## src/rtl/dmem_access_seq_pkg.sv

```systemverilog
// ---------------------------------------------------------------------------
// dmem_pkg
//   Shared types and constants for the data-memory access sequencer.
//   - state_t : sequencer FSM states
//   - F3_*    : Funct3 encodings of the supported load/store widths
// ---------------------------------------------------------------------------
package dmem_pkg;

  typedef enum logic [1:0] {
    ST_IDLE = 2'd0,
    ST_REQ  = 2'd1,
    ST_WAIT = 2'd2,
    ST_DONE = 2'd3
  } state_t;

  localparam logic [2:0] F3_B  = 3'b000;  // lb / sb
  localparam logic [2:0] F3_H  = 3'b001;  // lh / sh
  localparam logic [2:0] F3_W  = 3'b010;  // lw / sw
  localparam logic [2:0] F3_BU = 3'b100;  // lbu
  localparam logic [2:0] F3_HU = 3'b101;  // lhu

endpackage

```

## src/rtl/dmem_access_seq_if.sv

```systemverilog
// ---------------------------------------------------------------------------
// dmem_access_seq_if
//   Request/acknowledge bus between the access sequencer and data memory.
//   master (sequencer): drives mem_req, mem_we, mem_addr, mem_wdata, mem_wmask;
//                       receives mem_ack, mem_rdata.
//   slave  (memory)   : the mirror image.
//   Read data is valid in the same cycle as mem_ack.
// ---------------------------------------------------------------------------
interface dmem_access_seq_if #(
  parameter int ADDR_W = 9,
  parameter int DATA_W = 32
);
  logic              mem_req;
  logic              mem_we;
  logic [ADDR_W-1:0] mem_addr;
  logic [DATA_W-1:0] mem_wdata;
  logic [3:0]        mem_wmask;
  logic              mem_ack;
  logic [DATA_W-1:0] mem_rdata;

  modport master (
    output mem_req, mem_we, mem_addr, mem_wdata, mem_wmask,
    input  mem_ack, mem_rdata
  );

  modport slave (
    input  mem_req, mem_we, mem_addr, mem_wdata, mem_wmask,
    output mem_ack, mem_rdata
  );
endinterface

```

## src/rtl/dmem_access_seq_lsu_align.sv

```systemverilog
// ---------------------------------------------------------------------------
// lsu_align  (purely combinational)
//   Byte-lane handling for one access.
//   in  funct3    : access width / signedness
//   in  addr_lo   : byte offset within the word
//   in  wdata     : raw store data
//   in  rdata     : raw word returned by memory
//   out wmask     : byte-lane write enables
//   out lane_data : store data replicated across lanes
//   out load_data : selected lane, sign- or zero-extended
//   out illegal   : misaligned access or unsupported funct3
// ---------------------------------------------------------------------------
module lsu_align
  import dmem_pkg::*;
(
  input  logic [2:0]  funct3,
  input  logic [1:0]  addr_lo,
  input  logic [31:0] wdata,
  input  logic [31:0] rdata,
  output logic [3:0]  wmask,
  output logic [31:0] lane_data,
  output logic [31:0] load_data,
  output logic        illegal
);
  logic [7:0]  rbyte [4];
  logic [7:0]  byte_sel;
  logic [15:0] half_sel;

  genvar gi;
  generate
    for (gi = 0; gi < 4; gi++) begin : g_lane
      assign rbyte[gi] = rdata[8*gi +: 8];
    end
  endgenerate

  assign byte_sel = rbyte[addr_lo];
  // Halfwords are only legal at offsets 0 and 2, so addr_lo[1] picks the half.
  assign half_sel = addr_lo[1] ? rdata[31:16] : rdata[15:0];

  always_comb begin
    wmask     = 4'b0000;
    lane_data = '0;
    load_data = '0;
    illegal   = 1'b0;
    case (funct3)
      F3_B, F3_BU: begin
        wmask     = 4'b0001 << addr_lo;
        lane_data = {4{wdata[7:0]}};
        load_data = (funct3 == F3_B) ? {{24{byte_sel[7]}}, byte_sel}
                                     : {24'b0, byte_sel};
      end
      F3_H, F3_HU: begin
        wmask     = 4'b0011 << addr_lo;
        lane_data = {2{wdata[15:0]}};
        load_data = (funct3 == F3_H) ? {{16{half_sel[15]}}, half_sel}
                                     : {16'b0, half_sel};
        illegal   = addr_lo[0];
      end
      F3_W: begin
        wmask     = 4'b1111;
        lane_data = wdata;
        load_data = rdata;
        illegal   = |addr_lo;
      end
      default: illegal = 1'b1;
    endcase
  end
endmodule

```

## src/rtl/dmem_access_seq.sv

```systemverilog
// ---------------------------------------------------------------------------
// dmem_access_seq
//   Sequences MEM-stage loads/stores onto a variable-latency req/ack memory
//   port and stalls the pipeline until each access completes.
//   clk, reset          : clock, synchronous active-high reset
//   MemRead, MemWrite   : access request from the MEM stage (both = store)
//   Funct3, addr, wdata : access width, byte address, store data
//   mem                 : memory bus (master side)
//   stall               : hold IF/ID/EX/MEM
//   rd_data             : extended load result, valid in the DONE cycle
//   fault               : 1-cycle pulse on misaligned / illegal access
//   timeout             : 1-cycle pulse when memory never acknowledged
// ---------------------------------------------------------------------------
module dmem_access_seq
  import dmem_pkg::*;
#(
  parameter int ADDR_W  = 9,
  parameter int DATA_W  = 32,
  parameter int TIMEOUT = 15
) (
  input  logic              clk,
  input  logic              reset,
  input  logic              MemRead,
  input  logic              MemWrite,
  input  logic [2:0]        Funct3,
  input  logic [ADDR_W-1:0] addr,
  input  logic [DATA_W-1:0] wdata,
  dmem_access_seq_if.master mem,
  output logic              stall,
  output logic [DATA_W-1:0] rd_data,
  output logic              fault,
  output logic              timeout
);
  localparam int               CNT_W     = $clog2(TIMEOUT + 1);
  localparam logic [CNT_W-1:0] CNT_LIMIT = CNT_W'(TIMEOUT);

  state_t            state_reg, state_next;
  logic [ADDR_W-1:0] addr_reg;
  logic [2:0]        f3_reg;
  logic [DATA_W-1:0] wdata_reg;
  logic              we_reg;
  logic [CNT_W-1:0]  cnt_reg, cnt_next;
  logic [DATA_W-1:0] rd_reg, rd_next;

  logic latch_en, req_c, stall_c, fault_c, timeout_c;
  logic access, in_idle;

  logic [2:0]        al_f3;
  logic [1:0]        al_addr_lo;
  logic [DATA_W-1:0] al_wdata, al_lane, al_load;
  logic [3:0]        al_wmask;
  logic              al_illegal;

  assign access  = MemRead | MemWrite;
  assign in_idle = (state_reg == ST_IDLE);

  // One aligner serves both phases: in IDLE it screens the live request for
  // legality; once accepted it works on the latched fields so the bus stays
  // stable while the MEM stage inputs are free to change.
  assign al_f3      = in_idle ? Funct3    : f3_reg;
  assign al_addr_lo = in_idle ? addr[1:0] : addr_reg[1:0];
  assign al_wdata   = in_idle ? wdata     : wdata_reg;

  lsu_align u_align (
    .funct3    (al_f3),
    .addr_lo   (al_addr_lo),
    .wdata     (al_wdata),
    .rdata     (mem.mem_rdata),
    .wmask     (al_wmask),
    .lane_data (al_lane),
    .load_data (al_load),
    .illegal   (al_illegal)
  );

  // The counter is cleared on entry to REQ and also advances in REQ, so it
  // equals k during the k-th WAIT cycle; TIMEOUT WAIT cycles are allowed.
  always_comb begin
    state_next = state_reg;
    cnt_next   = cnt_reg;
    rd_next    = rd_reg;
    latch_en   = 1'b0;
    req_c      = 1'b0;
    stall_c    = 1'b0;
    fault_c    = 1'b0;
    timeout_c  = 1'b0;
    case (state_reg)
      ST_IDLE: begin
        if (access) begin
          if (al_illegal) begin
            fault_c = 1'b1;
          end else begin
            latch_en   = 1'b1;
            stall_c    = 1'b1;
            cnt_next   = '0;
            state_next = ST_REQ;
          end
        end
      end
      ST_REQ: begin
        req_c    = 1'b1;
        stall_c  = 1'b1;
        cnt_next = cnt_reg + 1'b1;
        if (mem.mem_ack) begin
          rd_next    = we_reg ? '0 : al_load;
          state_next = ST_DONE;
        end else begin
          state_next = ST_WAIT;
        end
      end
      ST_WAIT: begin
        stall_c = 1'b1;
        // Ack is tested first so a late ack on the limit cycle still wins.
        if (mem.mem_ack) begin
          req_c      = 1'b1;
          rd_next    = we_reg ? '0 : al_load;
          state_next = ST_DONE;
        end else if (cnt_reg == CNT_LIMIT) begin
          timeout_c  = 1'b1;
          rd_next    = '0;
          state_next = ST_DONE;
        end else begin
          req_c    = 1'b1;
          cnt_next = cnt_reg + 1'b1;
        end
      end
      ST_DONE: state_next = ST_IDLE;
      default: state_next = ST_IDLE;
    endcase
  end

  always_ff @(posedge clk) begin
    if (reset) begin
      state_reg <= ST_IDLE;
      cnt_reg   <= '0;
      rd_reg    <= '0;
      addr_reg  <= '0;
      f3_reg    <= '0;
      wdata_reg <= '0;
      we_reg    <= 1'b0;
    end else begin
      state_reg <= state_next;
      cnt_reg   <= cnt_next;
      rd_reg    <= rd_next;
      if (latch_en) begin
        addr_reg  <= addr;
        f3_reg    <= Funct3;
        wdata_reg <= wdata;
        we_reg    <= MemWrite;
      end
    end
  end

  assign mem.mem_req   = req_c & ~reset;
  assign mem.mem_we    = we_reg;
  assign mem.mem_addr  = {addr_reg[ADDR_W-1:2], 2'b00};
  assign mem.mem_wdata = al_lane;
  assign mem.mem_wmask = we_reg ? al_wmask : 4'b0000;

  assign stall   = stall_c   & ~reset;
  assign fault   = fault_c   & ~reset;
  assign timeout = timeout_c & ~reset;
  assign rd_data = (state_reg == ST_DONE) ? rd_reg : '0;
endmodule

```

## src/flat_wrapper.sv

```systemverilog
// flat-port wrapper written by rule: the top's interface ports become plain ports
module dmem_access_seq_flat import dmem_pkg::*;
#(
  parameter int ADDR_W  = 9,
  parameter int DATA_W  = 32,
  parameter int TIMEOUT = 15
)
  (clk, reset, MemRead, MemWrite, Funct3, addr, wdata, stall, rd_data, fault, timeout, mem_mem_req, mem_mem_we, mem_mem_addr, mem_mem_wdata, mem_mem_wmask, mem_mem_ack, mem_mem_rdata);
  dmem_access_seq_if #(.ADDR_W(ADDR_W), .DATA_W(DATA_W)) mem_i ();
  input  logic clk;
  input  logic reset;
  input  logic MemRead;
  input  logic MemWrite;
  input  logic [2:0] Funct3;
  input  logic [ADDR_W-1:0] addr;
  input  logic [DATA_W-1:0] wdata;
  output logic stall;
  output logic [DATA_W-1:0] rd_data;
  output logic fault;
  output logic timeout;
  output wire logic [$bits(mem_i.mem_req)-1:0] mem_mem_req;
  output wire logic [$bits(mem_i.mem_we)-1:0] mem_mem_we;
  output wire logic [$bits(mem_i.mem_addr)-1:0] mem_mem_addr;
  output wire logic [$bits(mem_i.mem_wdata)-1:0] mem_mem_wdata;
  output wire logic [$bits(mem_i.mem_wmask)-1:0] mem_mem_wmask;
  input wire logic [$bits(mem_i.mem_ack)-1:0] mem_mem_ack;
  input wire logic [$bits(mem_i.mem_rdata)-1:0] mem_mem_rdata;
  assign mem_mem_req = mem_i.mem_req;
  assign mem_mem_we = mem_i.mem_we;
  assign mem_mem_addr = mem_i.mem_addr;
  assign mem_mem_wdata = mem_i.mem_wdata;
  assign mem_mem_wmask = mem_i.mem_wmask;
  assign mem_i.mem_ack = mem_mem_ack;
  assign mem_i.mem_rdata = mem_mem_rdata;
  dmem_access_seq #(.ADDR_W(ADDR_W), .DATA_W(DATA_W), .TIMEOUT(TIMEOUT)) u_core (.clk(clk), .reset(reset), .MemRead(MemRead), .MemWrite(MemWrite), .Funct3(Funct3), .addr(addr), .wdata(wdata), .mem(mem_i), .stall(stall), .rd_data(rd_data), .fault(fault), .timeout(timeout));
endmodule
```

## config.mk

```make
export PLATFORM = sky130hd
export DESIGN_NAME = dmem_access_seq_flat
export DESIGN_NICKNAME = d
export VERILOG_FILES = /design/src/rtl/dmem_access_seq_pkg.sv /design/src/rtl/dmem_access_seq_if.sv /design/src/rtl/dmem_access_seq_lsu_align.sv /design/src/rtl/dmem_access_seq.sv /design/src/flat_wrapper.sv
export SDC_FILE = /design/constraint.sdc
export NUM_CORES = 1
export LEC_CHECK = 0
export BUFFER_PORTS_ARGS = -buffer_cell sky130_fd_sc_hd__buf_2
export CAP_MARGIN = 0
export CORE_ASPECT_RATIO = 0.75
export CORE_UTILIZATION = 53
export DETAILED_ROUTE_END_ITERATION = 10
export GPL_ROUTABILITY_DRIVEN = 1
export PLACE_DENSITY = 0.85
export SYNTH_ARGS = -nofsm -noshare
export SYNTH_HDL_FRONTEND = slang
export SYNTH_HIERARCHICAL = 1
export SYNTH_SLANG_ARGS = --single-unit
```

## constraint.sdc

```tcl
create_clock -name clk -period 3.3 [get_ports clk]
set_input_delay 0 -clock clk [delete_from_list [all_inputs] [get_ports clk]]
set_output_delay 0 -clock clk [all_outputs]
set_load 0.1 [all_outputs]
```

-- After elaboration in Yosys (flattened, before gate mapping)
Cells that the tools add are included.
- flip-flop bits (word level): 83
- bits of input ports: 81
- word-level logic and storage cells: 87
- $add $sub $neg: 1
- magnitude comparators: 1
- equality and inequality tests: 14
- shift-type cells: 2
- multiplexer cells: 44
- bitwise logic cells: 7
- reductions and logical operators: 11
- operator list (operator ; number):
    32-bit two-way mux ; 8
    32-bit case mux with 3 select lines ; 2
    32-bit case mux with 2 select lines ; 1
    4-bit case mux with 3 select lines ; 2
    4-bit two-way mux ; 5
    8-bit binary-select mux with 2-bit select ; 1
    16-bit two-way mux ; 1
    8-bit two-way mux ; 2
    1-bit two-way mux ; 12
    2-bit two-way mux ; 5
    2-bit != test, second input constant ; 4
    2-bit case mux with 4 select lines ; 1
    2-bit OR reduction ; 4
    3-bit == test, second input constant ; 2
    3-bit AND reduction ; 2
    5-bit AND reduction ; 1
    4-bit by 1-bit adder with 4-bit output, second input constant ; 1
    1-bit bitwise AND ; 4
    2-bit == test, second input constant ; 2
    4-bit == test, second input constant ; 1
    1-bit case mux with 2 select lines ; 2
    1-bit by 2-bit left shift with 4-bit output, first input constant ; 1
    2-bit by 2-bit left shift with 4-bit output, first input constant ; 1
    3-bit by 1-bit == test with 1-bit output, second input constant ; 1
    other kinds (14) ; 14

-- Logic depth before layout (Yosys ltp)
- depth in word-level cells: 11
- gate-level depth with buffers: 15
- gate-level depth less buffers: 10

-- Modules after synthesis
Netlist, hierarchy kept.
- modules (own cells, without submodules) (module ; times used ; cells an instance ; area an instance (µm²) ; seq. area each (µm²)):
    dmem_access_seq ; 1 ; 451 ; 4093.9 ; 1661.6
    lsu_align ; 1 ; 185 ; 1412.6 ; 0.0

-- Worst setup path before layout
No wires, ideal clock.
- path type: register -> output
- from: register u_core.state_reg[0]
- to: output stall
- data arrival time: 4.474 ns
- required time: 3.300 ns
- slack: -1.174 ns
- stages on the path, launching flop included: 14
- cells stage by stage: dfxtp_1 inv_1 ha_1 buf_6 buf_4 mux2_2 buf_2 or2_2 buf_2 nor3_1 a21oi_1 nor2_1 nor2_1 nor3_1
- longest elaborated chain between the ends: 9
- elaborated cells between the ends (all ways): 19
- RTL lines (what ; line ; source):
    start: declaration ; dmem_access_seq.sv:37 ; state_t state_reg, state_next;
    start signal: assignment ; dmem_access_seq.sv:141 ; state_reg <= state_next;
    2-bit logical NOT (*) ; dmem_access_seq.sv:55 ; assign in_idle = (state_reg == ST_IDLE);
    3-bit two-way mux (*) ; dmem_access_seq.sv:60 ; assign al_f3 = in_idle ? Funct3 : f3_reg;
    net u_core.al_f3[2] ; dmem_access_seq.sv:48 ; logic [2:0] al_f3;
    3-bit by 1-bit == test with 1-bit output (tied with other cells) ; dmem_access_seq_lsu_align.sv:45 ; case (funct3)
    2-bit OR reduction ; dmem_access_seq_lsu_align.sv:45 ;
    1-bit case mux with 3 select lines (*) ; dmem_access_seq_lsu_align.sv:45 ;
    net u_core.al_illegal ; dmem_access_seq.sv:52 ; logic al_illegal;
    1-bit two-way mux (*) ; dmem_access_seq.sv:89 ; if (al_illegal) begin
    1-bit two-way mux (*) ; dmem_access_seq.sv:88 ; if (access) begin
    1-bit case mux with 2 select lines (*) ; dmem_access_seq.sv:86 ; case (state_reg)
    1-bit bitwise AND (*) ; dmem_access_seq.sv:159 ; assign stall = stall_c & ~reset;
    end: declaration ; flat_wrapper.sv:17 ; output logic stall;
The timed path passes the listed nets; every way through them passes the cells marked *.

-- Worst setup path in the final report
- from: register u_core.state_reg[0]
- to: output mem_mem_wdata[13]
- longest elaborated chain between the ends: 5
- elaborated cells between the ends (all ways): 11
- RTL lines (what ; line ; source):
    2-bit logical NOT (*) ; dmem_access_seq.sv:55 ;
    3-bit two-way mux (*) ; dmem_access_seq.sv:60 ;
    net u_core.al_f3[0] ; dmem_access_seq.sv:48 ;
    3-bit by 1-bit == test with 1-bit output (tied with other cells) ; dmem_access_seq_lsu_align.sv:45 ;
    2-bit OR reduction ; dmem_access_seq_lsu_align.sv:45 ;
    32-bit case mux with 3 select lines (*) ; dmem_access_seq_lsu_align.sv:45 ;
    end: declaration ; flat_wrapper.sv:24 ; output wire logic [$bits(mem_i.mem_wdata)-1:0] mem_mem_wdata;
Marks and branches as above.

==> flow_metrics.py <==
metrics = {
    "floorplanning": {
        "dieArea_um2": 10800,
        "coreArea_um2": 9890,
        "std_cell_rows": 31,
        "io_pins": 163,
        "die_w_um": 120,
        "start_util": 0.557,
        "chipHeight_um": 90.3,
    },
    "logic_synthesis": {
        "synth_edf_count": 0,
        "synth_seq_area_share": 0.302,
        "avgSynthCellArea_um2": 8.66,
        "synth-simple-area-share": 0.217,
        "synthFlopType": "dfxtp_1",
        "synth.area.mux_share": 0.118,
        "synth_cell_types": 58,
        "ys_ff_latch": 83,
        "ys_async_sr_fraction": 0,
        "synth_top_family_by_area": "compound AO/OA/AOI/OAI gates",
        "synth-warning-count": 6,
        "synth_xor_area_frac": 0,
        "postSynthCellCount": 636,
        "netlist_area_um2": 5510,
        "synth_compound_area_frac": 0.263,
        "synthAdderAreaFrac": 0.0136,
    },
    "routing": {
        "wl_met1_um": 7460,
        "vias": 5627,
        "top_layer_used": "met4",
        "route.met2.wl_um": 8360,
        "drt-initial-drc-count": 715,
        "viasPerCell": 6.04,
        "wire_per_inst_um": 19.0,
        "postRouteAntennaNets": 0,
        "dr_wl_met3_um": 1390,
        "wl_um": 17700,
        "drc": 0,
        "dr.pass1.iters": 5,
    },
    "critical_path": {
        "r2r-start": "u_core/state_reg[0]$_SDFFE_PP0P_",
        "crit_start": "u_core/state_reg[0]$_SDFFE_PP0P_",
        "end_kind": "output port",
        "r2r_setup_slack_ns": 0.36,
        "crit_type": "flip-flop to output port",
        "worstPathRequired_ns": 3.30,
        "crit_arrival_ns": 3.00,
        "endpoint": "mem_mem_wdata[13]",
        "r2r-end": "u_core/state_reg[0]$_SDFFE_PP0P_",
        "rr_worst_depth": 10,
        "crit_path_max_fanout": 21,
        "startpoint_type": "flip-flop",
    },
    "clocking": {
        "clkSlewWorstSetupHoldPaths_ns": 0.06,
        "clock-sinks": 83,
        "worstSkewPairLatency_ns": 0.34,
        "cts_made_buffers": 9,
        "cts_max_level": 3,
        "cts_setup_buffers": 0,
        "clk_path_buf_depth": 2,
        "cts_root_buf": "clkbuf_16",
        "cts_tree": "yes",
    },
    "finish": {
        "fin_cells": 932,
        "syn2layout_area_growth_pct": 34.4,
        "drive_above_1_share": 0.345,
        "fill_cells": 642,
        "layout.nets": 883,
        "fin_util": 0.748,
    },
    "place": {
        "dpl.cell_count": 872,
        "place.gp.congestion": 0.943,
        "dpl.hpwl_um": 11700,
        "post-place-ws_ns": 0.407,
        "numPortBuffers": 160,
    },
    "global_route": {
        "antenna_found_initial": 1,
        "grt_pass1_wl_um": 27800,
        "grt_use_total": 0.325,
        "grt_start_max_net_pins": 65,
        "grt-ovfl-total": 0,
        "grt_pass1_vias": 5378,
    },
    "hold_path": {
        "holdCritPathClass": "input pin to flip-flop",
    },
    "sta": {
        "drv_slew": 0,
        "worst_pin_slew_ns": 0.853,
        "timing.final.crit_share": 0.909,
        "finalClockSkew_ns": 0.00951,
        "rsz0062_at_grt": "no",
        "fin_crit_ns": 3.00,
        "tns_ns": 0,
        "hold_violations": 0,
        "relSlewSlack": 0.431,
        "max_freq_ghz": 0.333,
        "worst_slack_ns": 0.301,
        "finalSetupViolations": 0,
    },
    "power": {
        "leakage_nw": 3.11,
        "power.density_nw_per_um2": 1160,
        "ir_drop_v": 0.000722,
    },
    "run_status": {
        "status": "completed",
    },
    "run": {
        "maxCapViolCount": 0,
    },
}
## where the power goes
group          switching [mW]  internal, mW  total [mW]
logic                    4.14          2.03        6.17
clock network           0.385         0.596       0.981
registers               0.147          1.26        1.40
total                    4.68          3.88        8.55
## stage by stage
stage	hold WS (ns)	total power, mW	area [um2]
finish	0.0215	8.55	7400
CTS	0.0244	8.45	7390
global route	0.0573	8.87	7400
floorplan	0.136	5.98	5570
global placement	0.241	7.27	6660
detailed placement	0.255	7.41	6660
## cells in the mapped netlist (2+ instances only)
cell type / count / area [um2]
nand3_1: 36 / 180
and2_1: 44 / 275
nand2_1: 27 / 101
a211oi_1: 5 / 37.5
a221o_1: 7 / 70.1
mux2_2: 40 / 450
mux2_4: 6 / 90.1
ha_1: 6 / 75.1
nor3b_1: 5 / 37.5
a22oi_1: 24 / 180
or3b_2: 2 / 17.5
a21o_1: 14 / 105
buf_2: 28 / 140
a211oi_2: 12 / 150
a21boi_0: 2 / 15.0
clkbuf_1: 19 / 71.3
dfxtp_1: 83 / 1660
buf_6: 14 / 158
o21ai_2: 2 / 17.5
nor2_1: 53 / 199
o2bb2ai_1: 8 / 70.1
a21oi_1: 11 / 55.1
nor3_1: 2 / 10.0
a32oi_1: 38 / 333
nand2b_1: 35 / 219
o21ai_1: 20 / 100
nor2b_1: 9 / 56.3
inv_1: 5 / 18.8
buf_4: 10 / 75.1
nor3_2: 2 / 20.0
mux2i_1: 11 / 110
o32ai_1: 2 / 17.5
o21ai_0: 29 / 145
## layout make-up
| type | count | area, um2 | area share |
|---|---|---|---|
| inverter | 6 | 22.5 | 0.00304 |
| clock buffer | 11 | 243 | 0.0328 |
| multi-input combinational | 476 | 3450 | 0.467 |
| antenna | 1 | 2.50 | 0.000338 |
| sequential | 83 | 1660 | 0.225 |
| tap | 132 | 165 | 0.0223 |
| clock inverter | 3 | 40.0 | 0.00541 |
| timing repair buffer | 220 | 1810 | 0.245 |
## metal layers
layer | global-route usage | vias to the layer above
met3 | 0.0808 | 42
met2 | 0.527 | 305
met5 | 0 | -
met4 | 0.129 | 0
met1 | 0.413 | 2650
li1 | - | 2630
## critical path, stage by stage, from the launching register on
cell and delay (ns):
dfxtp_1 0.34, inv_1 0.14, ha_2 0.31, mux2_2 0.38
buf_4 0.23, nor3b_4 0.44, buf_4 0.30, o21ai_0 0.12
o21ai_0 0.16, buf_12 0.23
## cell usage in the layout, fill, tap and decap left out, types with 29 or more instances in the layout
cell,synthesis,layout
a32oi_1,38,38
and2_1,44,44
buf_12,0,30
buf_2,28,131
dfxtp_1,83,83
dlygate4sd3_1,0,45
mux2_2,40,40
nand2b_1,35,35
nand3_1,36,36
nor2_1,53,53
o21ai_0,29,29
## timing repair
action                                  in CTS  in global routing
endpoints found under the setup margin       0                  1
resized for setup                            0                  1
hold buffers                                45                  0
hold endpoints to repair                    45                  0
## worst min-delay path by stage
stage | slack (ns) | startpoint | end | cells past startpoint
after global routing | 0.06 | mem_mem_rdata[0] | u_core/rd_reg[0]$_SDFFE_PP0P_ | 4
after CTS | 0.02 | mem_mem_rdata[2] | u_core/rd_reg[2]$_SDFFE_PP0P_ | 4
after global placement | 0.24 | addr[4] | u_core/addr_reg[4]$_SDFFE_PP0P_ | 3
after floorplan | 0.14 | addr[2] | u_core/addr_reg[2]$_SDFFE_PP0P_ | 2
final | 0.02 | mem_mem_rdata[2] | u_core/rd_reg[2]$_SDFFE_PP0P_ | 4
after detailed placement | 0.26 | addr[7] | u_core/addr_reg[7]$_SDFFE_PP0P_ | 3
## logic make-up after synthesis
| group | Yosys count |
|---|---|
| AOI/OAI and AO/OA | 186 |
| adders and majority gates | 6 |
| buffers and inverters | 78 |
| DFF | 83 |
| muxes | 57 |
| other | 1 |
| and+or+nand+nor | 225 |
Note: power is estimated with default switching activity, not from simulation.
